<file path="config.mk">
export PLATFORM = sky130hd
export DESIGN_NAME = bin_2_bcd_seq_flat
export DESIGN_NICKNAME = d
export VERILOG_FILES = /design/src/rtl/bin_2_bcd_seq_if.sv /design/src/rtl/bin_2_bcd_seq.sv /design/src/flat_wrapper.sv
export SDC_FILE = /design/constraint.sdc
export NUM_CORES = 1
export LEC_CHECK = 0
export BUFFER_PORTS_ARGS = -buffer_cell sky130_fd_sc_hd__buf_2
export CORE_UTILIZATION = 45
export DETAILED_ROUTE_END_ITERATION = 8
export PLACE_DENSITY = 0.68
export SYNTH_ARGS = -nofsm -noshare
export SYNTH_HDL_FRONTEND = slang
export SYNTH_SLANG_ARGS = --single-unit
</file>
<file path="constraint.sdc">
create_clock -name clk -period 1.5 [get_ports clk]
set_clock_uncertainty 0.15 [all_clocks]
set_input_delay 0.15 -clock clk [delete_from_list [all_inputs] [get_ports clk]]
set_output_delay 0.15 -clock clk [all_outputs]
set_load 0.01 [all_outputs]
</file>
<file path="src/rtl/bin_2_bcd_seq_if.sv">
// Handshake and result bundle for the sequential binary-to-BCD converter.
// The master issues start/bin; the slave returns status and the BCD result.
interface bin_2_bcd_seq_if #(
    parameter int BIN_W  = 12,
    parameter int DIGITS = 4
);
    logic                  start;
    logic [BIN_W-1:0]      bin;
    logic                  ready;
    logic                  busy;
    logic [4*DIGITS-1:0]   bcd;
    logic                  neg;
    logic                  overflow;
    logic                  valid;

    modport master (
        output start, bin,
        input  ready, busy, bcd, neg, overflow, valid
    );

    modport slave (
        input  start, bin,
        output ready, busy, bcd, neg, overflow, valid
    );
endinterface

</file>
<file path="src/rtl/bin_2_bcd_seq.sv">
// Sequential double-dabble binary-to-BCD converter, one shift per clock.
// Optional signed input (sign + magnitude out) and overflow detection.
module bin_2_bcd_seq #(
    parameter int BIN_W  = 12,
    parameter int DIGITS = 4,
    parameter bit SIGNED = 1'b0
) (
    input  logic            clk,
    input  logic            rst_n,
    bin_2_bcd_seq_if.slave  bus
);
    localparam int AW = 4 * DIGITS;
    localparam int CW = $clog2(BIN_W + 1);

    typedef enum logic [1:0] {IDLE, SHIFT, DONE} state_e;

    state_e           state_q, state_d;
    logic [BIN_W-1:0] sr_q, sr_d;
    logic [AW-1:0]    acc_q, acc_d;
    logic             ovf_q, ovf_d;
    logic             sign_q, sign_d;
    logic [CW-1:0]    cnt_q, cnt_d;
    logic [AW-1:0]    bcd_q, bcd_d;
    logic             neg_q, neg_d;
    logic             ovo_q, ovo_d;

    logic             is_neg;
    logic [BIN_W-1:0] mag;
    logic [AW-1:0]    adj;

    // Magnitude of -2^(BIN_W-1) wraps to itself, which is correct unsigned.
    always_comb begin
        is_neg = SIGNED && bus.bin[BIN_W-1];
        mag    = is_neg ? (~bus.bin + BIN_W'(1)) : bus.bin;
    end

    always_comb begin
        adj = acc_q;
        for (int k = 0; k < DIGITS; k++) begin
            if (acc_q[4*k +: 4] >= 4'd5) begin
                adj[4*k +: 4] = acc_q[4*k +: 4] + 4'd3;
            end
        end
    end

    always_comb begin
        state_d = state_q;
        sr_d    = sr_q;
        acc_d   = acc_q;
        ovf_d   = ovf_q;
        sign_d  = sign_q;
        cnt_d   = cnt_q;
        bcd_d   = bcd_q;
        neg_d   = neg_q;
        ovo_d   = ovo_q;
        unique case (state_q)
            IDLE: begin
                if (bus.start) begin
                    sr_d    = mag;
                    sign_d  = is_neg;
                    acc_d   = '0;
                    ovf_d   = 1'b0;
                    cnt_d   = CW'(BIN_W);
                    state_d = SHIFT;
                end
            end
            SHIFT: begin
                acc_d = {adj[AW-2:0], sr_q[BIN_W-1]};
                sr_d  = {sr_q[BIN_W-2:0], 1'b0};
                ovf_d = ovf_q | adj[AW-1];
                cnt_d = cnt_q - CW'(1);
                if (cnt_q == CW'(1)) begin
                    bcd_d   = acc_d;
                    neg_d   = sign_q;
                    ovo_d   = ovf_d;
                    state_d = DONE;
                end
            end
            DONE: begin
                state_d = IDLE;
            end
            default: begin
                state_d = IDLE;
            end
        endcase
    end

    always_ff @(posedge clk) begin
        if (!rst_n) begin
            state_q <= IDLE;
            sr_q    <= '0;
            acc_q   <= '0;
            ovf_q   <= 1'b0;
            sign_q  <= 1'b0;
            cnt_q   <= '0;
            bcd_q   <= '0;
            neg_q   <= 1'b0;
            ovo_q   <= 1'b0;
        end else begin
            state_q <= state_d;
            sr_q    <= sr_d;
            acc_q   <= acc_d;
            ovf_q   <= ovf_d;
            sign_q  <= sign_d;
            cnt_q   <= cnt_d;
            bcd_q   <= bcd_d;
            neg_q   <= neg_d;
            ovo_q   <= ovo_d;
        end
    end

    assign bus.ready    = (state_q == IDLE);
    assign bus.busy     = (state_q != IDLE);
    assign bus.valid    = (state_q == DONE);
    assign bus.bcd      = bcd_q;
    assign bus.neg      = neg_q;
    assign bus.overflow = ovo_q;
endmodule
</file>
<file path="src/flat_wrapper.sv">
// flat-port wrapper written by rule: the top's interface ports become plain ports
module bin_2_bcd_seq_flat 
#(
    parameter int BIN_W  = 12,
    parameter int DIGITS = 4,
    parameter bit SIGNED = 1'b0
)
  (clk, rst_n, bus_start, bus_bin, bus_ready, bus_busy, bus_bcd, bus_neg, bus_overflow, bus_valid);
  bin_2_bcd_seq_if #(.BIN_W(BIN_W), .DIGITS(DIGITS)) bus_i ();
  input  logic clk;
  input  logic rst_n;
  input wire logic [$bits(bus_i.start)-1:0] bus_start;
  input wire logic [$bits(bus_i.bin)-1:0] bus_bin;
  output wire logic [$bits(bus_i.ready)-1:0] bus_ready;
  output wire logic [$bits(bus_i.busy)-1:0] bus_busy;
  output wire logic [$bits(bus_i.bcd)-1:0] bus_bcd;
  output wire logic [$bits(bus_i.neg)-1:0] bus_neg;
  output wire logic [$bits(bus_i.overflow)-1:0] bus_overflow;
  output wire logic [$bits(bus_i.valid)-1:0] bus_valid;
  assign bus_i.start = bus_start;
  assign bus_i.bin = bus_bin;
  assign bus_ready = bus_i.ready;
  assign bus_busy = bus_i.busy;
  assign bus_bcd = bus_i.bcd;
  assign bus_neg = bus_i.neg;
  assign bus_overflow = bus_i.overflow;
  assign bus_valid = bus_i.valid;
  bin_2_bcd_seq #(.BIN_W(BIN_W), .DIGITS(DIGITS), .SIGNED(SIGNED)) u_core (.clk(clk), .rst_n(rst_n), .bus(bus_i));
endmodule
</file>
# Word level (Yosys, flattened, before mapping)
# Cells that the tools add are included.
[op_classes]
muxes = 15
eq_ne = 5
reduce_logical = 6
n_lt_le_gt_ge = 4
n_addsub = 5
bitwise = 1
[op_table]
columns = ["op", "n"]
rows = [
  ["16-bit case mux with 2 select lines", 1],
  ["12-bit case mux with 2 select lines", 1],
  ["4-bit two-way mux", 5],
  ["4-bit by 2-bit adder with 4-bit output, second input constant", 4],
  ["4-bit by 3-bit >= comparator with 1-bit output, second input constant", 4],
  ["16-bit two-way mux", 1],
  ["12-bit two-way mux", 1],
  ["4-bit case mux with 2 select lines", 1],
  ["2-bit AND reduction", 3],
  ["4-bit by 1-bit == test with 1-bit output, second input constant", 1],
  ["2-bit two-way mux", 2],
  ["2-bit case mux with 2 select lines", 1],
  ["2-bit nonzero test", 2],
  ["4-bit by 1-bit subtractor with 4-bit output, second input constant", 1],
  ["2-bit by 1-bit == test with 1-bit output, second input constant", 1],
  ["2-bit == test, second input constant", 1],
  ["2-bit zero test", 1],
  ["2-bit by 1-bit inequality test with 1-bit output, second input constant", 1],
  ["2-bit inequality test, second input constant", 1],
  ["1-bit case mux with 2 select lines", 1],
  ["1-bit two-way mux", 1],
  ["1-bit OR", 1],
]
[word_totals]
output_inout_bits = 21
ff_bits = 52
wordCells = 43

# Logic depth before layout (Yosys ltp)
# Gate-level depths: netlist (run 1).
[depth]
ltp_word = 4
ltp_mapped = 8

# Worst setup path after synthesis (run 1)
# OpenSTA, ideal clock, no wires.
[synth_timing]
path_type = "reg-to-reg"
start = "register u_core.acc_q[4]"
end = "register u_core.bcd_q[6], in the netlist u_core.bus.bcd[6]"
period_less_slack_ns = 1.618
stages_incl_launch_ff = 7
setup_time_ns = 0.075
arrival_time_ns = 1.393
slack_ns = -0.118
path_buffers = 0
cell_sequence = "dfxtp_1 > inv_1 > ha_1 > nand2b_1 > a21oi_1 > mux2_2 > o22ai_1"
[synth_between]
elab_chain_len = 2
word_cells_on_any_way = 3
classes_between = "add/sub: 1; order compare: 1; mux: 1"
[synth_lines]
columns = ["item", "line", "rtl"]
rows = [
  ["start, declared", "bin_2_bcd_seq.sv:19", "logic [AW-1:0] acc_q, acc_d;"],
  ["start signal, assigned", "bin_2_bcd_seq.sv:92", "acc_q <= '0;"],
  ["start signal, assigned", "bin_2_bcd_seq.sv:102", "acc_q <= acc_d;"],
  ["4-bit by 2-bit adder with 4-bit output / 4-bit by 3-bit >= comparator with 1-bit output (equally long branches)", "bin_2_bcd_seq.sv:41, bin_2_bcd_seq.sv:40", ""],
  ["4-bit two-way mux *", "bin_2_bcd_seq.sv:40", "if (acc_q[4*k +: 4] >= 4'd5) begin"],
  ["end signal, assigned", "bin_2_bcd_seq.sv:96", "bcd_q <= '0;"],
  ["end signal, assigned", "bin_2_bcd_seq.sv:106", "bcd_q <= bcd_d;"],
  ["end, declared", "bin_2_bcd_seq.sv:23", "logic [AW-1:0] bcd_q, bcd_d;"],
]
# Mark *: on every way between the ends. The rest lies on a longest branch, timed or not.
# A chain may end at the register's enable or synchronous reset.

# Worst setup path in the final report (run 1)
[layout_timing]
start = "register u_core.acc_q[9]"
end = "register u_core.bcd_q[10], in the netlist u_core.bus.bcd[10]"
# Same word-level chain as after synthesis.

==> results by group, run 1 <==
Status
  • Outcome: finished, violations left
  • Failing checks: negative setup slack

Timing
  • Setup total negative slack: -0.250 ns
  • Setup violations, final: 9
  • Worst Slack Setup Final: -0.0588 ns
  • Min Tclk post-route: 1.56 ns
  • Worst hold margin: 0.104 ns
  • Tcrit/Tclk final: 104%
  • Hold Violations, Final: 0
  • Pins Over Slew Limit: 0
  • Fmax: 642 MHz
  • Unrepaired setup endpoints after global routing: true

Setup path
  • CP delay by family, top: flip-flops
  • Crit path largest cell delay: 0.36 ns
  • CP arrival: 1.65 ns
  • Maximum fanout along the worst path: 3
  • WS Path Type: reg -> reg
  • Critical Path RT: 1.59 ns
  • CP endpoint kind: register
  • CP Launch Type: register
  • Max stage delay cell, worst path: dfxtp_2
  • Critical-path cell list: inv_4 > ha_4 > nand2b_4 > a21oi_4 > mux2_4 > o22ai_2
  • Crit path buf inv count: 1

Synthesis
  • Post-synthesis cell count: 257
  • Avg Inst Size Synth: 9.25 sq um
  • Synth Area in Simple Gates: 14.5%
  • Mux cell area share after synthesis: 2.79%
  • Sequential area share after synthesis: 43.8%
  • Yosys cell types: 46
  • Post-synthesis xor/xnor area fraction: 1.47%
  • Ranking of synthesized cells by area: dfxtp_1, ha_1, a21oi_1
  • Yosys top cell by area: dfxtp_1
  • Syn nets: 282
  • Post-synthesis compound-gate area fraction: 25.1%
  • Largest family of logic cells by synthesized area: compound AO/OA/AOI/OAI gates
  • Number of synthesized register bits: 52
  • Yosys warning total: 0
  • Mapped Area: 2380 sq um
  • Post-synthesis adder-cell area fraction: 5.27%
  • Yosys top cell area share: 43.8%

Floorplanning
  • I/O Pins: 36
  • Core ar.: 5110 sq um
  • Die Wd: 74.7 um
  • Die area: 5570 sq um
  • Row count: 26
  • Initial Util: 46.5%
  • Die Height: 74.7 um

Placement
  • Buffers on Ports: 34
  • Post-Place Worst Slack: -0.111 ns
  • Placer Congestion: 0.753
  • Placed cell count: 382
  • Area post-placement: 2920 sq um
  • DP HPWL: 3750 um

Final layout
  • Non-Filler Instances: 407
  • Fill cell count: 404
  • Nets: 361
  • Antenna diode count: 0
  • Area Growth Syn to Fin: 45.9%
  • Final Util: 67.9%
  • Share of layout cells above drive strength 1: 49.6%
  • Multi-input logic area: 1490 sq um
  • Finished Cell Area: 3470 sq um
  • FF/Latch Area: 1060 sq um

Global route
  • Global Route Usage Sum: 21.0%
  • Global-route wire length before repair: 8840 um
  • Initial antenna violation count: 0
  • Vias in the first global route: 1,868
  • Largest net degree at the start of global routing: 16
  • Global route overflow: 0

Drt
  • Routed wire length: 5760 um
  • Residual DRC count: 0
  • Average wire per cell in the routed design: 14.1 um
  • DR iter-0 viols: 97
  • Vias: 2,123
  • Routed Antenna Nets: 0
  • DRT Pass-1 Iters: 4
  • DR vias/cell: 5.22

Clock tree
  • CTS tree: done
  • Clock edge transition at the registers on the reported setup and hold paths: 0.09 ns
  • CTS Sinks: 52
  • Num CTS Buffers: 5
  • Root Driver: clkbuf_8
  • Worst skew pair latency: 0.30 ns
  • CTS H-tree lvls: 2
  • Deepest clock path buffer count: 2

Power
  • Pwr dens: 880 nW/um^2
  • P_leak: 1.43 nW
  • Total power: 3.05 mW
  • Maximum vdd drop: 0.625 mV

Flow run
  • Total of max-cap violations: 0

Worst hold path
  • HP Class: in -> reg
-- where the power goes --
group          switching, mW  leakage (nW)  internal (mW)
Clock                  0.449        0.0645          0.589
Combinational          0.248         0.939          0.265
Sequential            0.0491         0.429           1.45
-- cell type report --
| type | count | area share [%] |
|---|---|---|
| repair buffers | 87 | 18.0 |
| well taps | 70 | 2.53 |
| multi-input cells | 171 | 42.9 |
| flip-flops and latches | 52 | 30.6 |
| clock buffers | 7 | 2.78 |
| clock inverters | 1 | 0.866 |
| inverters | 19 | 2.35 |
-- cells by family (layout without fill, tap and decap cells) --
logic type | Yosys count | after routing
muxes | 6 | 6
and+or+nand+nor | 65 | 65
adders and majority gates | 10 | 10
other | 1 | 1
DFF | 52 | 52
AOI/OAI and AO/OA | 85 | 85
xor gates and xnor gates | 4 | 4
buffers and inverters | 34 | 114
-- metal layers --
metal | wire [um] | vias up | global-route usage (%) | part of all wire [%]
met4 | 51 | 0 | 5.24 | 0.89
met1 | 2650 | 1002 | 26.9 | 46
met3 | 205 | 5 | 5.09 | 3.6
met5 | 0 | - | 0 | 0
met2 | 2850 | 45 | 35.5 | 50
li1 | - | 1071 | - | -
-- state kept, by name (all words and copies together) (netlist names) --
| register | flops |
|---|---|
| u_core.acc_q | 16 |
| u_core.bus.bcd | 16 |
| u_core.sr_q | 12 |
| u_core.cnt_q | 4 |
| u_core.state_q | 2 |
| u_core.bus.overflow | 1 |
| u_core.ovf_q | 1 |
-- cells in the mapped netlist, drive strengths merged --
library cell,instances
a211oi,3
a21boi,1
a21oi,21
a222oi,3
a22o,1
a311oi,2
a31oi,1
a32o,3
and2,2
and3,1
buf,12
clkbuf,3
conb,1
dfxtp,52
ha,10
inv,19
mux2,5
mux2i,1
nand2,19
nand2b,6
nand3b,2
nor2,17
nor2b,9
nor3,1
nor3b,6
o21a,1
o21ai,18
o21ba,1
o21bai,1
o221a,8
o22ai,16
o311ai,1
o31a,1
o31ai,3
or2,1
or3,1
xnor2,4
-- repair_timing --
action                                  4_1_cts  5_1_grt
pin swaps                                     6       15
buffers inserted                              3       10
hold buffers                                  4        0
endpoints found under the setup margin       26       35
resized for setup                            28       43
endpoints found under the hold margin         4        0
-- cells in the final DEF, fill, tap and decap left out, types with 4 or more instances in the layout --
| cell type | count |
|---|---|
| nand2_1 | 18 |
| dfxtp_2 | 9 |
| mux2_4 | 4 |
| o22ai_1 | 12 |
| nor3b_1 | 4 |
| inv_2 | 4 |
| a21oi_1 | 15 |
| buf_2 | 34 |
| dfxtp_1 | 41 |
| o21ai_0 | 10 |
| clkbuf_8 | 7 |
| xnor2_2 | 4 |
| buf_6 | 9 |
| o221a_2 | 8 |
| inv_1 | 11 |
| nor2_1 | 14 |
| ha_4 | 9 |
| nor2b_1 | 8 |
| dlygate4sd3_1 | 4 |
| o21ai_1 | 5 |
| a21oi_4 | 4 |
| nand2b_4 | 5 |
| inv_4 | 4 |
| buf_4 | 39 |
| o22ai_2 | 4 |
-- worst paths after layout --
kind | endpoint | start | slack, ns | cells past startpoint
worst max-delay path | u_core.bus.bcd[10] | u_core.acc_q[9] | -0.06 | 6
worst min-delay path | u_core.sr_q[11] | bus_bin[11] | 0.10 | 3
worst max register to register | u_core.bus.bcd[10] | u_core.acc_q[9] | -0.06 | 6
worst min register to register | u_core.sr_q[3] | u_core.sr_q[2] | 0.33 | 2
-- worst register-to-register path: stages, from the launching register on --
cell and delay (ns):
dfxtp_2 0.36, inv_4 0.05, ha_4 0.14, nand2b_4 0.14, a21oi_4 0.16, mux2_4 0.33, o22ai_2 0.16
(Power assumes the default switching activity.)
==> inputs of run 2 (changes only) <==
Settings changed: ABC_AREA set to 1.
==> run 2 against run 1 <==
The flow now finishes without violations. Via count grew 12%. Non-clock buffer count shrank 21. Sequential cell count is the same. First-iteration DRC count shrank 20%. Critical path type unchanged.
==> results by group, run 2 <==
Status
  • Outcome: completed (was finished, violations left)

Final layout
  • Share of layout cells above drive strength 1: 27.8% (was 49.6%)
  • Antenna diode count: 0 (unchanged)
  • Final Util: 61.9% (was 67.9%)
  • Nets: 438 (was 361)
  • Fill cell count: 502 (was 404)
  • Area Growth Syn to Fin: 29.4% (was 45.9%)
  • Commonest cells after routing, fill and taps aside: nand2_1, inv_1, dfxtp_1, buf_2 (was dfxtp_1, buf_4, buf_2, nand2_1, a21oi_1)
  • Most common cell after layout, fill and taps aside: nand2_1 (was dfxtp_1)

Synthesis
  • Yosys top cell area share: 41.8% (was 43.8%)
  • Top FF cell, synth: dfxtp_1 (unchanged)
  • Yosys top cell by area: dfxtp_1 (unchanged)
  • Sequential area share after synthesis: 41.8% (was 43.8%)
  • Syn nets: 377 (was 282)
  • Yosys cell types: 26 (was 46)
  • Mapped Area: 2490 sq um (was 2380 sq um)
  • Post-synthesis cell count: 352 (was 257)
  • Number of synthesized register bits: 52 (unchanged)
  • Top-count cell post-synth: nand2_1 (was dfxtp_1)
  • Ranking of synthesized cells by area: dfxtp_1, nand2_1, inv_1 (was dfxtp_1, ha_1, a21oi_1)
  • Avg Inst Size Synth: 7.07 sq um (was 9.25 sq um)
  • Yosys warning total: 0 (unchanged)
  • Number of synthesized flops with an enable pin: 0 (unchanged)
  • FFs w/ async S/R, synth: 0% (unchanged)
  • Post-synth top cells: nand2_1, inv_1, dfxtp_1 (was dfxtp_1, a21oi_1, inv_1)

Clock tree
  • Deepest clock path buffer count: 2 (unchanged)
  • CTS Sinks: 52 (unchanged)
  • Root Driver: clkbuf_8 (unchanged)
  • Worst skew pair latency: 0.31 ns (was 0.30 ns)
  • Num CTS Buffers: 5 (unchanged)
  • Clock edge transition at the registers on the reported setup and hold paths: 0.09 ns (about the same)
  • CTS tree: done (unchanged)
  • CTS H-tree lvls: 2 (unchanged)

Timing
  • Unrepaired setup endpoints after global routing: true (unchanged)
  • Min Tclk post-route: 1.50 ns (was 1.56 ns)
  • Hold Violations, Final: 0 (unchanged)
  • Fmax: 669 MHz (was 642 MHz)
  • Pins Over Slew Limit: 0 (unchanged)
  • Tcrit/Tclk final: 99.7% (was 104%)
  • Setup total negative slack: 0 ns (was -0.250 ns)
  • Setup violations, final: 0 (was 9)

Setup path
  • CP Launch Type: register (unchanged)
  • Maximum fanout along the worst path: 4 (was 3)
  • WS Path Type: reg -> reg (unchanged)
  • Reg-to-reg setup timing slack: 0.005 ns (was -0.06 ns)
  • Critical Path RT: 1.58 ns (was 1.59 ns)
  • CP arrival: 1.58 ns (was 1.65 ns)
  • CP endpoint kind: register (unchanged)

Placement
  • Placer Congestion: 0.951 (was 0.753)
  • DP HPWL: 4040 um (was 3750 um)
  • Buffers on Ports: 34 (unchanged)

Power
  • Pwr dens: 884 nW/um^2 (was 880 nW/um^2)
  • P_leak: 1.57 nW (was 1.43 nW)
  • Total power: 2.85 mW (was 3.05 mW)
  • Maximum vdd drop: 0.504 mV (was 0.625 mV)

Floorplanning
  • Die Height: 76.4 um (was 74.7 um)
  • Die area: 5830 sq um (was 5570 sq um)
  • Initial Util: 47.8% (was 46.5%)
  • I/O Pins: 36 (unchanged)
  • Core ar.: 5200 sq um (was 5110 sq um)
  • Die Wd: 76.4 um (was 74.7 um)
  • Row count: 26 (unchanged)

Worst hold path
  • HP Class: in -> reg (unchanged)

Global route
  • Global Route Usage Sum: 20.6% (was 21.0%)
  • Initial antenna violation count: 0 (unchanged)
  • Largest net degree at the start of global routing: 32 (was 16)
  • Global-route wire length before repair: 9740 um (was 8840 um)
  • Global route overflow: 0 (unchanged)
  • Vias in the first global route: 2,220 (was 1,868)

Drt
  • Residual DRC count: 0 (unchanged)
  • Routed Antenna Nets: 0 (unchanged)
  • DRT Pass-1 Iters: 4 (unchanged)
  • DR iter-0 viols: 78 (was 97)
  • Vias: 2,375 (was 2,123)
  • Routed wire length: 6060 um (was 5760 um)
  • Average wire per cell in the routed design: 12.5 um (was 14.1 um)
  • DR vias/cell: 4.91 (was 5.22)

Flow run
  • Total of max-cap violations: 0 (unchanged)
run 2: kinds of logic (layout without fill, tap and decap cells):
family	after synthesis	in the layout	synth area share [%]
and+or+nand+nor	152	152	25.9
other	1	1	0.151
buffers and inverters	69	131	11.9
AOI/OAI and AO/OA	68	68	15.2
DFF	52	52	41.8
adders and majority gates	10	10	5.03
run 2: final timing paths:
path | startpoint | end | cells after the start
max | u_core.cnt_q[0] | u_core.cnt_q[2] | 7
min | bus_bin[10] | u_core.sr_q[10] | 3
max reg2reg | u_core.cnt_q[0] | u_core.cnt_q[2] | 7
min reg2reg | u_core.sr_q[0] | u_core.sr_q[0] | 2
run 2: critical path, stage by stage, from the launching register on:
cell and delay [ns]:
dfxtp_2 0.36, buf_6 0.11, inv_1 0.04, ha_2 0.17
or2_2 0.30, nand3_1 0.10, nand2_1 0.06, a21oi_1 0.14
run 2: repair_timing:
item,in CTS,in global routing
pin swaps,0,10
setup endpoints to repair,7,34
gates resized for setup,3,65
buffers inserted,0,6
hold buffers,9,0
cloned,0,0
hold endpoints to repair,9,0
run 2: layout make-up:
| type | instances | area, sq um | share of cell area [%] |
|---|---|---|---|
| Multi-Input combinational cell | 231 | 1270 | 39.5 |
| Clock buffer | 8 | 90.1 | 2.80 |
| Inverter | 57 | 223 | 6.92 |
| Tap cell | 70 | 87.6 | 2.72 |
| Sequential cell | 52 | 1050 | 32.7 |
| Timing Repair Buffer | 66 | 494 | 15.3 |
run 2: per-layer routing:
layer  track usage (%)  vias up  part of all wire, %
met5                 0        -                    0
met4              9.23        0                  2.4
met3              3.11       13                  3.3
met2              35.3       56                   50
met1              25.4     1066                   45
li1                  -     1240                    -
run 2: stage by stage:
stage               area (sq um)  cells  hold WS, ns  setup slack, ns
floorplan                   2490    352        0.138           0.0368
detailed placement          2810    461        0.234          -0.0824
CTS                         2990    478      0.00957          0.00730
finish                      3220    484       0.0124          0.00486
global placement            2810    461        0.229          -0.0219
global route                3220    484       0.0257          -0.0727
run 2: power breakdown:
| group | total, mW | leakage [nW] | switching (mW) | internal, mW |
|---|---|---|---|---|
| combinational | 0.519 | 1.10 | 0.291 | 0.228 |
| sequential | 1.51 | 0.427 | 0.0493 | 1.46 |
| clock | 0.820 | 0.0455 | 0.443 | 0.377 |
| total | 2.85 | 1.57 | 0.784 | 2.06 |
==> inputs of run 3 (changes only) <==
Settings changed: CTS_CLUSTER_DIAMETER set to 200, RECOVER_POWER set to 100.
==> run 3 against run 2 <==
Count of clock-buffer cells in the layout is the same. Utilization is 0.41 points lower. Cell area fell by 0.66%. Critical endpoint unchanged. Non-clock buffer count is the same. Global-route usage is the same. Critical path depth unchanged.
==> results by group, run 3 (synthesized netlist as in run 2, its figures left out) <==
Clock tree
  • Clock edge transition at the registers on the reported setup and hold paths: 0.09 ns (about the same)
  • Num CTS Buffers: 5 (unchanged)
  • Deepest clock path buffer count: 2 (unchanged)
  • Root Driver: clkbuf_8 (unchanged)
  • CTS Sinks: 52 (unchanged)
  • Worst skew pair latency: 0.31 ns (about the same)
  • CTS H-tree lvls: 2 (unchanged)
  • CTS tree: done (unchanged)

Power
  • Pwr dens: 889 nW/um^2 (was 884 nW/um^2)
  • P_leak: 1.49 nW (was 1.57 nW)
  • Combinational share of power: 18.1% (was 18.2%)
  • Total power: 2.84 mW (was 2.85 mW)
  • Maximum vdd drop: 0.504 mV (about the same)
  • Share of power burned in registers: 53.0% (was 52.9%)
  • Internal power: 2.06 mW (about the same)
  • NetSw: 0.786 mW (was 0.784 mW)
  • Sw Share: 27.6% (was 27.5%)
  • Clock Power Share: 28.9% (was 28.8%)

Floorplanning
  • Die area: 5830 sq um (unchanged)
  • Core ar.: 5200 sq um (unchanged)
  • Initial Util: 47.8% (unchanged)
  • Row count: 26 (unchanged)
  • I/O Pins: 36 (unchanged)
  • Die Height: 76.4 um (unchanged)
  • Die Wd: 76.4 um (unchanged)

Timing
  • Min Tclk post-route: 1.49 ns (was 1.50 ns)
  • Pins Over Slew Limit: 0 (unchanged)
  • Hold Violations, Final: 0 (unchanged)
  • Setup violations, final: 0 (unchanged)
  • Worst hold margin: 0.0130 ns (was 0.0124 ns)
  • Worst Slack Setup Final: 0.00675 ns (was 0.00486 ns)
  • Fmax: 670 MHz (was 669 MHz)
  • Unrepaired setup endpoints after global routing: true (unchanged)
  • Tcrit/Tclk final: 99.5% (was 99.7%)

Placement
  • Buffers on Ports: 34 (unchanged)
  • Placed cell count: 461 (unchanged)
  • Placer Congestion: 0.951 (unchanged)
  • DP HPWL: 4040 um (unchanged)
  • Post-Place Worst Slack: -0.0824 ns (unchanged)

Setup path
  • Crit path buf inv count: 2 (unchanged)
  • Max stage delay cell, worst path: dfxtp_2 (unchanged)
  • Critical Path RT: 1.58 ns (about the same)
  • Crit path largest cell delay: 0.34 ns (was 0.36 ns)
  • CP endpoint kind: register (unchanged)
  • Maximum fanout along the worst path: 2 (was 4)
  • Critical-path cell list: inv_2 > buf_4 > ha_2 > or2_2 > nand3_1 > nand2_1 > a21oi_1 (was buf_6 > inv_1 > ha_2 > or2_2 > nand3_1 > nand2_1 > a21oi_1)
  • WS Path Type: reg -> reg (unchanged)
  • CP Launch Type: register (unchanged)
  • CP delay by family, top: simple AND/OR/NAND/NOR gates (unchanged)
  • CP arrival: 1.58 ns (about the same)

Final layout
  • Most common cell after layout, fill and taps aside: nand2_1 (unchanged)
  • Nets: 438 (unchanged)
  • Share of layout cells above drive strength 1: 23.7% (was 27.8%)
  • Commonest cells after routing, fill and taps aside: nand2_1, inv_1, dfxtp_1, nand3_1, o21ai_0 (was nand2_1, inv_1, dfxtp_1, buf_2)
  • Area Growth Syn to Fin: 28.6% (was 29.4%)
  • Antenna diode count: 0 (unchanged)
  • Non-Filler Instances: 484 (unchanged)
  • Final Util: 61.5% (was 61.9%)
  • Fill cell count: 509 (was 502)

Drt
  • Routed Antenna Nets: 0 (unchanged)
  • DRT Pass-1 Iters: 4 (unchanged)
  • Routed wire length: 6050 um (was 6060 um)
  • Average wire per cell in the routed design: 12.5 um (about the same)
  • DR vias/cell: 4.90 (was 4.91)
  • Residual DRC count: 0 (unchanged)
  • DR iter-0 viols: 78 (unchanged)
  • Vias: 2,371 (was 2,375)

Global route
  • Global-route wire length before repair: 9740 um (unchanged)
  • Vias in the first global route: 2,220 (unchanged)
  • Global Route Usage Sum: 20.6% (unchanged)
  • Initial antenna violation count: 0 (unchanged)
  • Global route overflow: 0 (unchanged)
  • Largest net degree at the start of global routing: 32 (unchanged)

Flow run
  • Total of max-cap violations: 0 (unchanged)

Status
  • Outcome: completed (unchanged)

Worst hold path
  • HP Class: in -> reg (unchanged)
==> run 3: cell count changes in the layout (fill, tap and decap cells not counted) <==
cell and delta:
buf_2 -17, clkbuf_1 +17
==> run 3: final cells by class <==
| type | count | area (sq um) | share of cell area [%] |
|---|---|---|---|
| Clock buffer | 8 | 90.1 | 2.82 |
| Timing Repair Buffer | 66 | 473 | 14.8 |
| Inverter | 57 | 223 | 6.96 |
| Sequential cell | 52 | 1050 | 32.9 |
| Tap cell | 70 | 87.6 | 2.74 |
| Multi-Input combinational cell | 231 | 1270 | 39.8 |
==> run 3: final timing paths <==
check / slack (ns) / endpoint / start / cells after the start
min reg2reg: 0.30 / u_core.sr_q[0] / u_core.sr_q[0] / 2
max reg2reg: 0.007 / u_core.cnt_q[2] / u_core.cnt_q[1] / 7
min: 0.01 / u_core.sr_q[10] / bus_bin[10] / 3
max: 0.007 / u_core.cnt_q[2] / u_core.cnt_q[1] / 7
==> run 3: metal layers <==
| metal | wire length [um] | global-route usage (%) |
|---|---|---|
| met2 | 3000 | 35.3 |
| met5 | 0 | 0 |
| met3 | 205 | 3.11 |
| met4 | 143 | 9.23 |
| met1 | 2700 | 25.4 |
==> run 3: power by group through the flow <==
stage | clock [mW] | sequential, mW | combinational, mW
finish | 0.822 | 1.51 | 0.515
global route | 0.903 | 1.52 | 0.576
CTS | 0.846 | 1.50 | 0.450
detailed placement | 0 | 1.53 | 0.428
global placement | 0 | 1.53 | 0.421
floorplan | 0 | 1.53 | 0.274
==> run 3: stage by stage <==
| stage | TNS, ns | cell area [sq um] |
|---|---|---|
| after floorplan | 0 | 2490 |
| after global placement | -0.0403 | 2810 |
| after detailed placement | -0.342 | 2810 |
| after CTS | 0 | 2990 |
| after global routing | -0.166 | 3200 |
| final | 0 | 3200 |
==> run 3: worst min-delay path, cell delays in order <==
cell and delay, ns:
buf_2 0.08, o22ai_1 0.08, a21oi_1 0.12
==> run 3: repair_timing <==
action / 4_1_cts / 5_1_grt
pin swaps: 0 / 10
endpoints found under the hold margin: 9 / 0
gates resized for setup: 3 / 65
setup buffers: 0 / 6
endpoints found under the setup margin: 7 / 34
hold buffers: 9 / 0
